File: src/rtl/l2_request_arbiter.sv
// Arbitrates L1 instruction-cache line requests onto a single L2 port and broadcasts the returned line.
// Optional macro L2ARB_SPEC_EN adds next-line speculative prefetch as the lowest-priority class.
module l2_request_arbiter #(
  parameter int NUM_THREADS = 4,
  parameter int TID_BITS    = 2
) (
  input  logic                      clock,
  input  logic                      reset,
  input  logic [NUM_THREADS-1:0]    br_req,
  input  logic [NUM_THREADS-1:0]    req_refill,
  input  logic [NUM_THREADS-1:0]    req_spec,
  input  logic [NUM_THREADS*32-1:0] req_addr,
  output logic                      mem_req_valid,
  input  logic                      mem_req_ready,
  output logic [31:0]               mem_req_addr,
  output logic [TID_BITS-1:0]       mem_req_tid,
  input  logic                      mem_rsp_valid,
  input  logic [127:0]              mem_rsp_data,
  output logic [31:0]               l2addr,
  output logic [TID_BITS-1:0]       l2_tid,
  output logic [127:0]              l2_line,
  output logic                      l2_valid_rsp,
  output logic                      busy
);

  typedef enum logic [1:0] {IDLE, ISSUE, WAIT, RSP} state_t;

  state_t                state_reg, state_next;
  logic [TID_BITS-1:0]   rr_ptr_reg, rr_ptr_next;
  logic [TID_BITS-1:0]   tid_reg, tid_next;
  logic [31:0]           addr_reg, addr_next;
  logic [31:0]           l2addr_reg, l2addr_next;
  logic [TID_BITS-1:0]   l2_tid_reg, l2_tid_next;
  logic [127:0]          l2_line_reg, l2_line_next;

  logic [27:0]           line_thr [NUM_THREADS];
  logic [NUM_THREADS*4-1:0] low_bits;
  logic [NUM_THREADS-1:0] class_vec;
  logic                  grant_found;
  logic [TID_BITS-1:0]   grant_tid;
  logic [TID_BITS-1:0]   grant_rr;
  logic [31:0]           grant_addr;
  logic                  unused_bits;

  // Only the line number of each fetch address matters; the byte offset is dropped.
  genvar gi;
  generate
    for (gi = 0; gi < NUM_THREADS; gi++) begin : g_thr
      assign line_thr[gi]          = req_addr[32*gi+4 +: 28];
      assign low_bits[4*gi +: 4]   = req_addr[32*gi +: 4];
    end
  endgenerate

`ifdef L2ARB_SPEC_EN
  logic is_spec;
  assign unused_bits = ^low_bits;
`else
  assign unused_bits = ^{low_bits, req_spec};
`endif

  always_comb begin
    class_vec = '0;
`ifdef L2ARB_SPEC_EN
    is_spec = 1'b0;
`endif
    if (|br_req)
      class_vec = br_req;
    else if (|req_refill)
      class_vec = req_refill;
`ifdef L2ARB_SPEC_EN
    else if (|req_spec) begin
      class_vec = req_spec;
      is_spec   = 1'b1;
    end
`endif
  end

  // Scan downward so the candidate closest to rr_ptr is the last (winning) assignment.
  always_comb begin
    grant_found = 1'b0;
    grant_tid   = '0;
    for (int k = NUM_THREADS - 1; k >= 0; k--) begin
      int idx;
      idx = int'(rr_ptr_reg) + k;
      if (idx >= NUM_THREADS)
        idx = idx - NUM_THREADS;
      if (class_vec[idx]) begin
        grant_found = 1'b1;
        grant_tid   = TID_BITS'(idx);
      end
    end
  end

  always_comb begin
    int nxt;
    nxt = int'(grant_tid) + 1;
    if (nxt >= NUM_THREADS)
      nxt = 0;
    grant_rr   = TID_BITS'(nxt);
    grant_addr = {line_thr[grant_tid], 4'b0000};
`ifdef L2ARB_SPEC_EN
    if (is_spec)
      grant_addr = {line_thr[grant_tid] + 28'd1, 4'b0000};
`endif
  end

  always_comb begin
    state_next   = state_reg;
    rr_ptr_next  = rr_ptr_reg;
    tid_next     = tid_reg;
    addr_next    = addr_reg;
    l2addr_next  = l2addr_reg;
    l2_tid_next  = l2_tid_reg;
    l2_line_next = l2_line_reg;
    case (state_reg)
      IDLE: begin
        if (grant_found) begin
          tid_next    = grant_tid;
          addr_next   = grant_addr;
          rr_ptr_next = grant_rr;
          state_next  = ISSUE;
        end
      end
      ISSUE: begin
        if (mem_req_ready)
          state_next = WAIT;
      end
      WAIT: begin
        if (mem_rsp_valid) begin
          l2_line_next = mem_rsp_data;
          l2addr_next  = addr_reg;
          l2_tid_next  = tid_reg;
          state_next   = RSP;
        end
      end
      RSP: state_next = IDLE;
      default: state_next = IDLE;
    endcase
  end

  always_ff @(posedge clock or posedge reset) begin
    if (reset) begin
      state_reg   <= IDLE;
      rr_ptr_reg  <= '0;
      tid_reg     <= '0;
      addr_reg    <= '0;
      l2addr_reg  <= '0;
      l2_tid_reg  <= '0;
      l2_line_reg <= '0;
    end else begin
      state_reg   <= state_next;
      rr_ptr_reg  <= rr_ptr_next;
      tid_reg     <= tid_next;
      addr_reg    <= addr_next;
      l2addr_reg  <= l2addr_next;
      l2_tid_reg  <= l2_tid_next;
      l2_line_reg <= l2_line_next;
    end
  end

  assign mem_req_valid = (state_reg == ISSUE);
  assign mem_req_addr  = addr_reg;
  assign mem_req_tid   = tid_reg;
  assign l2_valid_rsp  = (state_reg == RSP);
  assign l2addr        = l2addr_reg;
  assign l2_tid        = l2_tid_reg;
  assign l2_line       = l2_line_reg;
  assign busy          = (state_reg != IDLE);

endmodule

File: config.mk
export PLATFORM = sky130hd
export DESIGN_NAME = l2_request_arbiter
export DESIGN_NICKNAME = d
export VERILOG_FILES = /design/src/rtl/l2_request_arbiter.sv
export SDC_FILE = /design/constraint.sdc
export NUM_CORES = 1
export LEC_CHECK = 0
export CELL_PAD_IN_SITES_DETAIL_PLACEMENT = 2
export CELL_PAD_IN_SITES_GLOBAL_PLACEMENT = 2
export CORE_ASPECT_RATIO = 0.6
export CORE_MARGIN = 3
export CORE_UTILIZATION = 25
export CTS_CLUSTER_DIAMETER = 80
export DETAILED_ROUTE_END_ITERATION = 10
export PLACE_DENSITY = 0.95
export SLEW_MARGIN = 0
export SYNTH_ARGS = -nofsm -noshare
export SYNTH_HDL_FRONTEND = slang
export SYNTH_SLANG_ARGS = --single-unit
File: constraint.sdc
create_clock -name clock -period 17.9 [get_ports clock]
set_input_delay 4.475 -clock clock [delete_from_list [all_inputs] [get_ports clock]]
set_output_delay 4.475 -clock clock [all_outputs]
set_load 0.02 [all_outputs]
# ---- Word-level counts from Yosys, hierarchy flattened
# Index checks and enable logic that the tools add are counted.
dict set report classes {
  muxes 34
  n_addsub 8
  n_reduce_logical 7
  order_cmp 10
  n_eq_ne 6
  bitwise 1
}
# operator count
set ops {}
lappend ops {{32-bit by 4-bit less-than comparator with 1-bit output (second input constant)} 4}
lappend ops {{32-bit 2-to-1 mux} 4}
lappend ops {{28-bit binary-select mux with 2-bit select} 1}
lappend ops {{28-bit 2-to-1 mux} 2}
lappend ops {{2-bit 2-to-1 mux} 8}
lappend ops {{3-bit greater-or-equal comparator (second input constant)} 5}
lappend ops {{1-bit 2-to-1 mux} 12}
lappend ops {{3-bit by 3-bit subtractor with 4-bit output (second input constant)} 3}
lappend ops {{1-bit binary-select mux with 2-bit select} 4}
lappend ops {{4-bit 2-to-1 mux} 2}
lappend ops {{2-bit one-hot mux with 4 select lines} 1}
lappend ops {{4-bit OR reduction} 2}
lappend ops {{2-bit by 1-bit adder with 3-bit output (second input constant)} 2}
lappend ops {{2-bit by 2-bit adder with 3-bit output (second input constant)} 2}
lappend ops {{2-bit equality test (second input constant)} 2}
lappend ops {{2-bit inequality test (second input constant)} 2}
lappend ops {{2-bit AND reduction} 2}
lappend ops {{2-bit by 3-bit subtractor with 4-bit output (second input constant)} 1}
lappend ops {{2-bit by 3-bit greater-or-equal comparator with 1-bit output (second input constant)} 1}
lappend ops {{2-bit inverter with 3-bit output} 1}
lappend ops {{3-bit AND reduction} 1}
lappend ops {{2-bit by 1-bit equality test with 1-bit output (second input constant)} 1}
lappend ops {{2-bit logical NOT} 1}
lappend ops {{2-bit by 1-bit inequality test with 1-bit output (second input constant)} 1}
lappend ops {{2-bit nonzero test} 1}
dict set report word_totals {
  register_bits 192
  wordCells 73
}

# ---- Logic depth before layout (Yosys ltp)
dict set report logic_depth {
  ltp_word 14
  ltp_mapped 10
  depth_no_buf 8
}

# ---- Worst setup path after synthesis
# No wires, ideal clock.
dict set report synth_timing {
  path_type {in2reg}
  startpoint {input br_req[0]}
  endpoint {register addr_reg[4], in the netlist mem_req_addr[4]}
  path_buffers 3
  path_slack_ps 11698
  setup_time_ps 127
  stages 9
  t_arrival_ps 6075
  path_cell_list {buf_6 or4b_1 a31o_1 o211ai_2 buf_2 buf_2 nor2_1 nor3_1 a31oi_1}
}
dict set report synth_via {
  elab_chain_cells 13
  word_cells_on_any_way 27
  cone_classes {mux: 24; bitwise: 1; reduce/logical: 2}
}
# item line_no
set synth_lines {}
lappend synth_lines {{start, declared} 9} ;# input logic [NUM_THREADS-1:0] br_req,
lappend synth_lines {{4-bit OR reduction} 66} ;# if (|br_req)
lappend synth_lines {{4-bit 2-to-1 mux (*)} 66}
lappend synth_lines {{1-bit binary-select mux with 2-bit select} 87} ;# if (class_vec[idx]) begin
lappend synth_lines {{1-bit 2-to-1 mux (implied by the code) (2 in series)} 87}
lappend synth_lines {{2-bit 2-to-1 mux (4 in series)} 87}
lappend synth_lines {{2-bit inverter with 3-bit output (implied by the code)} 100} ;# grant_addr = {line_thr[grant_tid], 4'b0000};
lappend synth_lines {{28-bit binary-select mux with 2-bit select} 100}
lappend synth_lines {{28-bit 2-to-1 mux (implied by the code) (2 in series)} 100}
lappend synth_lines {{end signal, assigned} 154} ;# addr_reg <= addr_next;
lappend synth_lines {{end, declared} 31} ;# logic [31:0] addr_reg, addr_next;
# Mark *: on every way between the ends. The rest lies on a longest branch, timed or not. The select of a mux whose other input is x is not followed.
# A chain may end at the register's enable or synchronous reset.

# ---- Worst setup path in the final report
dict set report layout_timing {
  startpoint {input br_req[0]}
  endpoint {register addr_reg[31], in the netlist mem_req_addr[31]}
}
# Same word-level chain as after synthesis.

==> results.sh <==
export IMPL_tns_ns=0
export IMPL_final_min_clock_period_ns=7.27
export IMPL_multi_input_comb_area_um2=3380
export IMPL_start_util_pct=25.7
export IMPL_relSlewSlack_pct=21.8
export IMPL_grt_max_degree=126
export IMPL_die_area_um2=36000
export IMPL_nFillCells=3348
export IMPL_first_global_vias=8631
export IMPL_fp_coreArea_um2=32800
export IMPL_setup_viol=0
export IMPL_clk_latency_ns=0.45
export IMPL_die_w_um=243
export IMPL_path_delay_family="compound AO/OA/AOI/OAI gates"
export IMPL_clock_sinks=192
export IMPL_cts_tree="done"
export IMPL_powerDensity_nw_per_um2=191
export IMPL_yosys_warnings=0
export IMPL_yosysTopAreaCell="dfrtp_1"
export IMPL_required_ns=18.20
export IMPL_synth_seq_area_share_pct=57.0
export IMPL_numCtsBuffers=17
export IMPL_drt_pre_antenna_iters=4
export IMPL_worstHoldPathType="reg2reg"
export IMPL_io_buffer_count=442
export IMPL_cp_start_kind="input pin"
export IMPL_critPathCaptureType="flop"
export IMPL_timing_final_crit_share_pct=40.6
export IMPL_drive_gt1_share_pct=19.1
export IMPL_drtIter0Drc=239
export IMPL_synth_top_family_by_area="multiplexers"
export IMPL_grt_usage_pct=20.2
export IMPL_syn_area_per_cell_um2=12.3
export IMPL_finalWorstSetupSlack_ns=10.63
export IMPL_seqCellArea_um2=4800
export IMPL_synth_cell_types=38
export IMPL_max_freq_mhz=138
export IMPL_vias=7246
export IMPL_postRouteAntennaNets=0
export IMPL_synthAdderAreaFrac_pct=0.742
export IMPL_status="complete, no violations"
export IMPL_rsz0062_at_grt="no"
export IMPL_synthSimpleGateAreaFrac_pct=8.00
export IMPL_syn_to_final_growth_pct=64.5
export IMPL_slew_violations=0
export IMPL_post_place_ws_ns=10.07
export IMPL_largest_register_ffs=128
export IMPL_route_detailed_drc=0
export IMPL_synth_compound_area_share_pct=9.28
export IMPL_crit_slowest_cell="o41ai_1"
export IMPL_worstPathMaxFanout=49
export IMPL_detail_route_wl_per_cell_um=23.2
export IMPL_h_tree_depth=4
export IMPL_synth_top_area_share_pct=57.0
export IMPL_clk_pin_slew_ns=0.08
export IMPL_hold_buffers=0
export IMPL_dp_hpwl_um=27700
export IMPL_cp_arrival_ns=7.58
export IMPL_grt_pass1_wl_um=54800
export IMPL_hold_violations=0
export IMPL_crit_chain="clkdlybuf4s50_1 -> nor4b_1 -> o41ai_1 -> o211a_2 -> buf_4 -> o2bb2ai_1 -> nor3_1 -> a31oi_1"
export IMPL_post_cts_setup_buffers=0
export IMPL_gp_congestion=0.886
export IMPL_synth_seq_cells=192
export IMPL_criticalPathCategory="in2reg"
export IMPL_yosys_area_share_xor_xnor_pct=0.104
export IMPL_peakVddDrop_v=0.0000829
export IMPL_io_pins=471
export IMPL_cts_root_buf="clkbuf_16"
export IMPL_routed_via_density=4.61
export IMPL_maxCapViolCount=0
export IMPL_tightestPinTransition_ns=1.17
export IMPL_grt_remaining_overflow=0
export IMPL_core_rowCount=51
export IMPL_drt_wl_total_um=36500
export IMPL_die_height_um=148
export IMPL_final_nets=1382
export IMPL_antenna_found_initial=7
export IMPL_synth_top_cells_by_area="dfrtp_1 (57%), mux2_2 (21%), nand2_1 (4.0%)"
export IMPL_synth_area_um2=8430
export IMPL_synth_cells=684
export IMPL_clock_path_buffers=2
export IMPL_p_leak_nw=5.57
export IMPL_clock_skew_ns=0.0178
export IMPL_crit_buf_inv=2
export IMPL_muxShareOfSynthArea_pct=21.1
export IMPL_slowest_delay_ns=0.75
export IMPL_cts_resized=0
==> synthesized netlist by cell type <==
| master | count |
|---|---|
| dfrtp_1 | 192 |
| mux2_2 | 158 |
| nand2_1 | 89 |
| o21ai_0 | 33 |
| a31oi_1 | 30 |
| nor2_1 | 30 |
| nor3_1 | 28 |
| clkbuf_1 | 24 |
| o2bb2ai_1 | 18 |
| buf_4 | 11 |
| buf_2 | 10 |
| o2bb2ai_2 | 10 |
| inv_1 | 9 |
| buf_1 | 6 |
| ha_1 | 5 |
| a21oi_1 | 4 |
| nor4b_1 | 4 |
| buf_6 | 3 |
| a211oi_2 | 1 |
| a21o_1 | 1 |
| a31o_1 | 1 |
| conb_1 | 1 |
| nand3_1 | 1 |
| nand4bb_1 | 1 |
| nor2b_1 | 1 |
| nor4_1 | 1 |
| o2111ai_1 | 1 |
| o211a_1 | 1 |
| o211ai_2 | 1 |
| o22ai_1 | 1 |
| o311ai_1 | 1 |
| o31ai_1 | 1 |
| o32a_1 | 1 |
| o41ai_1 | 1 |
| or2_2 | 1 |
| or4_1 | 1 |
| or4b_1 | 1 |
| xnor2_1 | 1 |
==> per-layer routing <==
| layer | wire length (um) | track usage (%) | up-vias |
|---|---|---|---|
| li1 | - | - | 3247 |
| met1 | 13400 | 21.3 | 3697 |
| met2 | 19300 | 37.0 | 257 |
| met3 | 2950 | 7.73 | 41 |
| met4 | 848 | 6.95 | 4 |
| met5 | 28 | 0 | - |
==> power by group <==
group / switching [W] / internal (W) / total, W
clock network: 0.000200 / 0.000191 / 0.000391
logic: 0.000738 / 0.000705 / 0.00144
registers: 0.000160 / 0.000661 / 0.000821
total: 0.00110 / 0.00156 / 0.00265
==> logic make-up (layout without fill, tap and decap cells) <==
group,after synthesis,in the layout
DFF,192,192
muxes,158,158
and+or+nand+nor,158,158
AOI/OAI and AO/OA,106,106
buffers and inverters,63,490
adders and majority gates,5,5
other,1,13
xor gates and xnor gates,1,1
==> per-stage QoR <==
step                utilization [%]  total power (W)  hold slack [ns]  instance area (um^2)  cells
global route                   42.3          0.00281            0.523                 13900   1573
floorplan                         -          0.00155            0.528                  8450    691
finish                         42.3          0.00265            0.509                 13900   1573
global placement               40.4          0.00220            0.486                 13300   1536
CTS                            42.2          0.00270            0.511                 13900   1568
detailed placement             40.4          0.00229            0.494                 13300   1536
==> path summary, 6_finish.rpt <==
kind	start	end	slack [ns]	cells after the start
min	l2addr[7]	l2addr[7]	0.51	1
max	br_req[0]	mem_req_addr[31]	10.63	8
min in group asynchronous	reset	l2_line[39]	4.58	2
max in group asynchronous	reset	l2_line[40]	11.70	3
max reg2reg	state_reg[0]	l2addr[23]	14.63	5
min reg2reg	l2addr[7]	l2addr[7]	0.51	1
==> layout by cell type (no fill, tap or decap), types with 3 or more instances in the layout <==
| cell | Yosys | final |
|---|---|---|
| clkdlybuf4s50_1 | 0 | 442 |
| dfrtp_1 | 192 | 192 |
| mux2_2 | 158 | 158 |
| nand2_1 | 89 | 87 |
| o21ai_0 | 33 | 33 |
| nor2_1 | 30 | 30 |
| a31oi_1 | 30 | 29 |
| nor3_1 | 28 | 28 |
| o2bb2ai_1 | 18 | 18 |
| clkbuf_16 | 0 | 17 |
| o2bb2ai_2 | 10 | 10 |
| inv_1 | 9 | 8 |
| conb_1 | 1 | 8 |
| buf_4 | 11 | 7 |
| inv_8 | 0 | 6 |
| diode_2 | 0 | 5 |
| ha_1 | 5 | 5 |
| nor4b_1 | 4 | 4 |
| a21oi_1 | 4 | 4 |
| clkinv_8 | 0 | 3 |
| clkinvlp_4 | 0 | 3 |
==> cell type report <==
class / instances / share of cell area (%)
repair buffers: 449 / 32.3
multi-input cells: 436 / 24.4
diodes: 5 / 0.0902
clock inverters: 13 / 1.05
clock buffers: 19 / 3.19
inverters: 9 / 0.298
flip-flops and latches: 192 / 34.7
well taps: 450 / 4.06
(Power assumes the default switching activity.)
